File: src/rtl/pdnn_pkg.sv
// Shared constants and state encoding for the parameter loader feeding the
// 24-way parameter distributor of the LVI-PDNN QP solver.
package pdnn_pkg;

    localparam int WORD_W  = 32;
    localparam int ADDR_W  = 7;
    localparam int CNT_W   = 5;
    localparam int N_LINES = 24;

    // Address 0 is the distributor's no-target slot; bubbles land here.
    localparam logic [ADDR_W-1:0] DUMMY_ADDR = '0;

    typedef enum logic [2:0] {
        ST_IDLE  = 3'd0,
        ST_LOAD  = 3'd1,
        ST_CHK   = 3'd2,
        ST_DRAIN = 3'd3,
        ST_DONE  = 3'd4
    } state_t;

endpackage

File: src/rtl/param_loader_24_if.sv
// Source stream plus distributor bus for param_loader_24.
//
// Handshake: a word transfers on a rising clk edge where s_valid and s_ready
// are both high. The source holds s_data stable while s_valid is high and
// s_ready is low; s_ready never depends combinationally on s_valid.
//
// Distributor bus: en is active-low; dout lags addr by exactly one cycle.
interface param_loader_24_if;
    import pdnn_pkg::*;

    logic                     s_valid;
    logic                     s_ready;
    logic signed [WORD_W-1:0] s_data;
    logic                     en;
    logic [ADDR_W-1:0]        addr;
    logic signed [WORD_W-1:0] dout;

    // Source / test side
    modport master (
        output s_valid, s_data,
        input  s_ready, en, addr, dout
    );

    // Loader side
    modport slave (
        input  s_valid, s_data,
        output s_ready, en, addr, dout
    );

endinterface

File: src/rtl/param_loader_24_skew_pipe.sv
// Two-stage address/data skew pipeline: address leaves one cycle after the
// accept, data one cycle after the address.
module skew_pipe
    import pdnn_pkg::*;
(
    input  logic                     clk,
    input  logic                     rst,
    input  logic                     accept,
    input  logic [ADDR_W-1:0]        addr_in,
    input  logic signed [WORD_W-1:0] data_in,
    output logic [ADDR_W-1:0]        addr,
    output logic signed [WORD_W-1:0] dout
);

    logic signed [WORD_W-1:0] data_q;

    // Stage 1 issues the address (dummy when idle); stage 2 follows with data.
    always_ff @(posedge clk) begin
        if (rst) begin
            addr   <= DUMMY_ADDR;
            data_q <= '0;
            dout   <= '0;
        end else begin
            addr <= accept ? addr_in : DUMMY_ADDR;
            if (accept) begin
                data_q <= data_in;
            end
            dout <= data_q;
        end
    end

endmodule

File: src/rtl/param_loader_24.sv
// param_loader_24: accepts N_WORDS parameter words after a start pulse and
// writes word i to distributor address i+1 through the skew pipeline.
// Optional trailing checksum word compiled in with PARAM_LOADER_CHKSUM_EN.
module param_loader_24
    import pdnn_pkg::*;
#(
    parameter int N_WORDS = N_LINES
) (
    input  logic                clk,
    input  logic                rst,
    input  logic                start,
    param_loader_24_if.slave    bus,
    output logic                busy,
    output logic                done,
    output logic                err,
    output state_t              state_dbg
);

    state_t            state_q, state_d;
    logic [CNT_W-1:0]  cnt_q, cnt_d;
    logic              drain_q, drain_d;
    logic              accept;
    logic              load_accept;
    logic              last_word;
    logic [ADDR_W-1:0] next_addr;

    assign accept      = bus.s_valid && bus.s_ready;
    assign load_accept = accept && (state_q == ST_LOAD);
    assign last_word   = (cnt_q == CNT_W'(N_WORDS - 1));
    assign next_addr   = ADDR_W'(cnt_q) + ADDR_W'(1);
    assign state_dbg   = state_q;

    // State, word counter and drain-cycle register.
    always_ff @(posedge clk) begin
        if (rst) begin
            state_q <= ST_IDLE;
            cnt_q   <= '0;
            drain_q <= 1'b0;
        end else begin
            state_q <= state_d;
            cnt_q   <= cnt_d;
            drain_q <= drain_d;
        end
    end

    // Next-state logic; the counter saturates on the last word instead of wrapping.
    always_comb begin
        state_d = state_q;
        cnt_d   = cnt_q;
        drain_d = 1'b0;
        case (state_q)
            ST_IDLE: begin
                if (start) begin
                    state_d = ST_LOAD;
                    cnt_d   = '0;
                end
            end
            ST_LOAD: begin
                if (accept) begin
                    if (last_word) begin
`ifdef PARAM_LOADER_CHKSUM_EN
                        state_d = ST_CHK;
`else
                        state_d = ST_DRAIN;
`endif
                    end else begin
                        cnt_d = cnt_q + CNT_W'(1);
                    end
                end
            end
`ifdef PARAM_LOADER_CHKSUM_EN
            ST_CHK: begin
                if (accept) begin
                    state_d = ST_DRAIN;
                end
            end
`endif
            ST_DRAIN: begin
                drain_d = ~drain_q;
                if (drain_q) begin
                    state_d = ST_DONE;
                end
            end
            ST_DONE: begin
                state_d = ST_IDLE;
            end
            default: begin
                state_d = ST_IDLE;
            end
        endcase
    end

    // Output decode straight from the state register.
    always_comb begin
        bus.s_ready = 1'b0;
        bus.en      = 1'b1;
        busy        = (state_q != ST_IDLE);
        done        = (state_q == ST_DONE);
        case (state_q)
            ST_LOAD: begin
                bus.s_ready = 1'b1;
                bus.en      = 1'b0;
            end
            ST_CHK: begin
                bus.s_ready = 1'b1;
                bus.en      = 1'b0;
            end
            ST_DRAIN: begin
                bus.en      = 1'b0;
            end
            default: begin
                bus.s_ready = 1'b0;
                bus.en      = 1'b1;
            end
        endcase
    end

    skew_pipe u_skew_pipe (
        .clk     (clk),
        .rst     (rst),
        .accept  (load_accept),
        .addr_in (next_addr),
        .data_in (bus.s_data),
        .addr    (bus.addr),
        .dout    (bus.dout)
    );

`ifdef PARAM_LOADER_CHKSUM_EN
    logic [WORD_W-1:0] sum_q;
    logic              mism_q;
    logic              err_q;

    // Running sum of payload words; the mismatch becomes visible as err in DONE.
    always_ff @(posedge clk) begin
        if (rst) begin
            sum_q  <= '0;
            mism_q <= 1'b0;
            err_q  <= 1'b0;
        end else if (state_q == ST_IDLE && start) begin
            sum_q  <= '0;
            mism_q <= 1'b0;
            err_q  <= 1'b0;
        end else begin
            if (load_accept) begin
                sum_q <= sum_q + $unsigned(bus.s_data);
            end
            if (state_q == ST_CHK && accept) begin
                mism_q <= ($unsigned(bus.s_data) != sum_q);
            end
            if (state_q == ST_DRAIN && drain_q && mism_q) begin
                err_q <= 1'b1;
            end
        end
    end

    assign err = err_q;
`else
    assign err = 1'b0;
`endif

endmodule

File: src/flat_wrapper.sv
// flat-port wrapper written by rule: the top's interface ports become plain ports
module param_loader_24_flat import pdnn_pkg::*;
#(
    parameter int N_WORDS = N_LINES
)
  (clk, rst, start, busy, done, err, state_dbg, bus_s_valid, bus_s_data, bus_s_ready, bus_en, bus_addr, bus_dout);
  param_loader_24_if bus_i ();
  input  logic clk;
  input  logic rst;
  input  logic start;
  output logic busy;
  output logic done;
  output logic err;
  output state_t state_dbg;
  input wire logic [$bits(bus_i.s_valid)-1:0] bus_s_valid;
  input wire logic [$bits(bus_i.s_data)-1:0] bus_s_data;
  output wire logic [$bits(bus_i.s_ready)-1:0] bus_s_ready;
  output wire logic [$bits(bus_i.en)-1:0] bus_en;
  output wire logic [$bits(bus_i.addr)-1:0] bus_addr;
  output wire logic [$bits(bus_i.dout)-1:0] bus_dout;
  assign bus_i.s_valid = bus_s_valid;
  assign bus_i.s_data = bus_s_data;
  assign bus_s_ready = bus_i.s_ready;
  assign bus_en = bus_i.en;
  assign bus_addr = bus_i.addr;
  assign bus_dout = bus_i.dout;
  param_loader_24 #(.N_WORDS(N_WORDS)) u_core (.clk(clk), .rst(rst), .start(start), .bus(bus_i), .busy(busy), .done(done), .err(err), .state_dbg(state_dbg));
endmodule
File: config.mk
export PLATFORM = sky130hd
export DESIGN_NAME = param_loader_24_flat
export DESIGN_NICKNAME = d
export VERILOG_FILES = /design/src/rtl/pdnn_pkg.sv /design/src/rtl/param_loader_24_if.sv /design/src/rtl/param_loader_24_skew_pipe.sv /design/src/rtl/param_loader_24.sv /design/src/flat_wrapper.sv
export SDC_FILE = /design/constraint.sdc
export NUM_CORES = 1
export LEC_CHECK = 0
export CORE_MARGIN = 1.5
export CORE_UTILIZATION = 46
export DETAILED_ROUTE_END_ITERATION = 16
export GPL_TIMING_DRIVEN = 0
export MAX_ROUTING_LAYER = met4
export PLACE_DENSITY = 0.88
export SLEW_MARGIN = 20
export SYNTH_ARGS = -nofsm -noshare
export SYNTH_HDL_FRONTEND = slang
export SYNTH_SLANG_ARGS = --single-unit
File: constraint.sdc
create_clock -name clk -period 2 [get_ports clk]
set_input_delay 0.3 -clock clk [delete_from_list [all_inputs] [get_ports clk]]
set_output_delay 0.3 -clock clk [all_outputs]
set_load 0.03 [all_outputs]
# --- Word-level counts from Yosys, hierarchy flattened ---
# Index checks and enable logic that the tools add are counted.
classes:
  eq_ne: 10
  reduce_logical: 11
  mux: 11
  addsub: 2
  bitwise: 3
ops:
  columns: ["op", "n"]
  rows:
  - ["5-bit 2-to-1 mux", 3]
  - ["3-bit 2-to-1 mux", 4]
  - ["5-bit case mux with 2 select lines", 1]
  - ["3-bit case mux with 3 select lines", 1]
  - ["4-bit AND reduction", 2]
  - ["5-bit by 1-bit adder with 6-bit output (second input constant)", 1]
  - ["3-bit by 2-bit equality test with 1-bit output (second input constant)", 2]
  - ["2-bit by 1-bit != test with 1-bit output (second input constant)", 3]
  - ["2-bit OR reduction", 3]
  - ["5-bit by 1-bit adder with 5-bit output (second input constant)", 1]
  - ["5-bit equality test (second input constant)", 1]
  - ["2-bit != test (second input constant)", 2]
  - ["3-bit by 1-bit equality test with 1-bit output (second input constant)", 1]
  - ["3-bit equality test (second input constant)", 1]
  - ["3-bit zero test", 1]
  - ["1-bit NOT", 3]
  - ["3-bit nonzero test", 1]
  - ["3-bit OR reduction", 1]
  - ["1-bit logical AND", 2]
  - ["1-bit 2-to-1 mux", 2]
  - ["2-bit nonzero test", 1]
totals:
  wordCells: 43
  input_bits: 36
  ff_bits: 80
  output_inout_bits: 47

# --- Logic depth before layout (Yosys ltp) ---
depth:
  word_depth: 7
  depth_mapped: 6
  depth_no_buf: 4

# --- Cells and area by module ---
# From an unflattened synthesis, not the netlist that was laid out.
unflattened:
  hier_cells: 254
  area_unflattened_um2: 2792.7
modules_own_cells:
  columns: ["module", "seq_area_each_um2", "instances", "area_per_inst_um2", "cells_each"]
  rows:
  - ["skew_pipe", 1421.4, 1, 2235.9, 186]
  - ["param_loader_24", 180.2, 1, 556.8, 68]

# --- Worst setup path before layout ---
# OpenSTA, ideal clock, no wires.
synth_path:
  kind: "flip-flop to output port"
  from: "register u_core.state_q[2] (netlist: u_core.state_dbg[2])"
  to: "output port done"
  path_stages_with_launch: 3
  path_buffers: 1
  required_ns: 1.700
  path_slack_ns: 0.193
  arrival_time_ns: 1.507
  path_cell_list: "dfxtp_1 buf_2 nor3b_1"
synth_between:
  elab_chain_len: 1
synth_lines:
  columns: ["element", "line_no", "text"]
  rows:
  - ["start: declaration", "param_loader_24.sv:19", "state_t state_q, state_d;"]
  - ["start signal: assignment", "param_loader_24.sv:40", "state_q <= state_d;"]
  - ["3-bit equality test", "param_loader_24.sv:98", "done = (state_q == ST_DONE);"]
  - ["end: declaration", "flat_wrapper.sv:12", "output logic done;"]
# No other way between the ends.

# --- Worst setup path after layout ---
layout_path:
  from: "register u_core.state_q[1] (netlist: u_core.state_dbg[1])"
  to: "output port busy"
layout_between:
  elab_chain_len: 1
layout_lines:
  columns: ["element", "line_no", "text"]
  rows:
  - ["3-bit nonzero test", "param_loader_24.sv:97", "busy = (state_q != ST_IDLE);"]
  - ["end: declaration", "flat_wrapper.sv:11", "output logic busy;"]
# No other way between the ends.

==> metrics.md <==
| Metric | Value |
|---|---|
| Total inserted antenna cells | `0` |
| Finished Core Util | `slightly below 70%` |
| Tot Pwr | `0.003221 W` |
| Initial drt markers | `77` |
| Overflow after GRT | `0` |
| Async S/R FF share, synth | `0%` |
| Final GP Congestion | `a little under 0.8` |
| H-tree depth | `3` |
| Clock power frac | `between 30% and 40%` |
| R2r setup slk | `around 0.35 ns` |
| Vias in the first global route | `approximately 2.1k` |
| Max-slew violations | `0` |
| Dpl cells | `between 400 and 500` |
| FP Rows | `27` |
| Yosys warns | `0` |
| CTS buffer count | `9` |
| Sw Share | `a little under a quarter` |
| Initial antenna violation count | `0` |
| Layout cell share with drive strength beyond 1 | `under 10%` |
| Total negative slack | `0 ns` |
| Met2 routed WL | `a little under 3000 um` |
| WL met1 | `2427 um` |
| CP max stage cell | `dfxtp_1` |
| Setup crit start | `u_core.state_dbg[1]$_SDFFE_PP0P_` |
| Nets | `around 420` |
| Synthesized cell area | `2686 sq um` |
| Worst-path cell chain | `buf_2 > or3_1 > dlygate4sd2_1` |
| Fill cells | `457` |
| Top cell type's share of synthesized area | `about three fifths` |
| CTS tree | `built` |
| Status | `finished clean` |
| Worst vdd ir | `between 500 and 600 uV` |
| WP buf/inv | `2` |
| Worst slew pin tran | `around 0.57 ns` |
| Worst-skew pair later-pin latency | `about 0.34 ns` |
| Post-Synthesis Cells | `about 290` |
| Die Y | `roughly 79 um` |
| PwrDens | `849.5 nW/um^2` |
| Comb pwr share | `under 10%` |
| Seq/Total Area, Yosys | `between 50 and 60%` |
| Initial Util | `48.19%` |
| Largest net degree at the start of global routing | `15` |
| Slew HR | `62.01%` |
| DP Wirelength | `around 4100 um` |
| Final Setup Violations | `0` |
| Crit-path max cell delay | `0.38 ns` |
| Fin. Hold Viols | `0` |
| Crit. End Element | `primary output` |
| Crit-path leading delay family | `buffers and inverters` |
| CP Max Fanout | `10` |
| CP Class | `register to primary output` |
| Drt first pass iters | `5` |
| Setup crit start kind | `register` |
| Synthesized flop and latch total | `just under 80` |
| Setup Skew | `between 0.01 and 0.015 ns` |
| Clk pin slew, worst setup/hold paths | `0.08 ns` |
| Total wire length | `between 5000 and 6000 um` |
| PortBufs | `80` |
| Worst Path Required | `1.70 ns` |
| CTS Buffer Depth | `2` |
| First-pass GRT wire length | `9508 um` |
| Post-synth top area cell | `dfxtp_1` |
| RSZ-0062 raised after global routing | `no` |
| Syn avg cell area | `about 9.4 sq um` |
| Sequential Power Share | `between 50% and 60%` |
| Largest cells by area after synthesis | `dfxtp_1 (59%), nand2_1 (9.4%), nor2b_1 (7.9%)` |
| Met3 WL | `~300 um` |
| Number of flops mapped to enable cells by yosys | `0` |
| Most common library cells after synthesis | `dfxtp_1 (79), nand2_1 (67), a21oi_1 (34), nor2b_1 (34)` |
| Top-count cell post-synth | `dfxtp_1` |
| LEAKAGE | `between 1 and 1.5 nW` |
| Maxcap violations | `0` |
| Overall Global Routing Usage | `around a fifth` |
| Switching pwr | `roughly 0.00075 W` |
| Min-delay src | `u_core.u_skew_pipe.data_q[7]$_SDFFE_PP0P_` |
| DR WL/cell | `between 10 and 15 um` |
| Die area | `around 6300 sq um` |
| WP data arrival | `around 1.6 ns` |
| Top Metal Used | `met4` |
| Total number of vias | `2224` |
| Reg-to-reg startpoint | `u_core.state_dbg[1]$_SDFFE_PP0P_` |
| Layout area overhead | `41.17%` |
| Antenna viol nets, final | `0` |
| Fin crit period | `~1.9 ns` |
| Average vias per placed instance | `4.888` |
| DRC viols | `0` |
| Chip width | `around 79 um` |
| Sink Count | `between 70 and 80` |
| Hold crit path type | `register to register` |
| Non-Filler Instances | `455` |
| Distinct cells, synth | `37` |
| Pint | `around 0.0025 W` |
| Hold buffers post-CTS | `0` |
| Dominant synthesized flop cell | `dfxtp_1` |
| IO Pins | `83` |
| Max Fclk | `roughly 0.53 GHz` |
| Crit share post-route | `roughly 95%` |
| Clock root cell | `clkbuf_8` |
| Core Footprint | `5574 sq um` |
## cell type report
class / instances / area (sq um) / area share (%)
flip-flops and latches: 79 / 1582 / 41.70
multi-input cells: 184 / 989.7 / 26.10
repair buffers: 80 / 792.0 / 20.88
clock buffers: 10 / 127.6 / 3.365
plain buffers: 23 / 115.1 / 3.035
clock inverters: 6 / 92.59 / 2.441
well taps: 72 / 90.09 / 2.375
inverters: 1 / 3.754 / 0.09898
## placed cells by master, fill, tap and decap left out, types with 3 or more instances in the layout
| cell | instances |
|---|---|
| buf_1 | 3 |
| dfxtp_1 | 79 |
| buf_2 | 8 |
| clkbuf_8 | 9 |
| nor2b_1 | 34 |
| buf_4 | 3 |
| clkdlybuf4s50_1 | 76 |
| nor2_1 | 6 |
| a21oi_1 | 34 |
| dlygate4sd2_1 | 3 |
| nand2_1 | 67 |
| or3_1 | 3 |
| nand3_1 | 4 |
| clkbuf_1 | 9 |
## power by group through the flow
| stage | combinational, W | sequential (W) | clock, W |
|---|---|---|---|
| floorplan | 0.000124 | 0.00171 | 0 |
| global placement | 0.000297 | 0.00167 | 0 |
| detailed placement | 0.000302 | 0.00167 | 0 |
| CTS | 0.000301 | 0.00164 | 0.00131 |
| global route | 0.000325 | 0.00164 | 0.00138 |
| finish | 0.000299 | 0.00164 | 0.00129 |
## worst min-delay path, stage by stage, from the launching register on
cell	delay (ns)
dfxtp_1	0.31
nand2_1	0.05
a21oi_1	0.05
## path summary, 6_finish.rpt
kind / end / cells after the start
worst min register to register: u_core.u_skew_pipe.data_q[7]$_SDFFE_PP0P_ / 2
worst min-delay path: u_core.u_skew_pipe.data_q[7]$_SDFFE_PP0P_ / 2
worst max register to register: u_core.u_skew_pipe.data_q[25]$_SDFFE_PP0P_ / 5
worst max-delay path: busy / 3
## what timing repair did
action	4_1_cts	5_1_grt
gates resized for setup	4	2
setup buffers	0	0
setup endpoints to repair	4	1
## through the flow
step	area (sq um)	hold WS, ns	setup WS, ns
after floorplan	2690	0.4293	0.1930
after global placement	3581	0.4372	0.1122
after detailed placement	3581	0.4421	0.06206
after CTS	3796	0.4541	0.07742
after global routing	3792	0.4730	0.02268
final	3792	0.4525	0.1087
## per-layer routing
metal	global-route usage, %	vias up
met5	-	-
met4	9.649	0
met3	4.800	6
met2	34.83	75
met1	22.45	1025
li1	-	1118
## state kept, by name, indices dropped and copies added, names as in the netlist
name	count
u_core.drain_q	1
u_core.cnt_q	5
u_core.state_dbg	3
u_core.u_skew_pipe.data_q	32
u_core.u_skew_pipe.dout	32
u_core.u_skew_pipe.addr	6
## cells by family after synthesis
group           after synthesis  synth area share [%]
flops                        79                 58.87
other cells                   1                0.1396
xor+xnor                      4                 1.304
buf+inv                      24                 4.425
mux                           1                0.3726
fa+ha+maj                     1                0.4657
simple gates                132                 25.29
compound gates               44                 9.129
(Power assumes the default switching activity.)
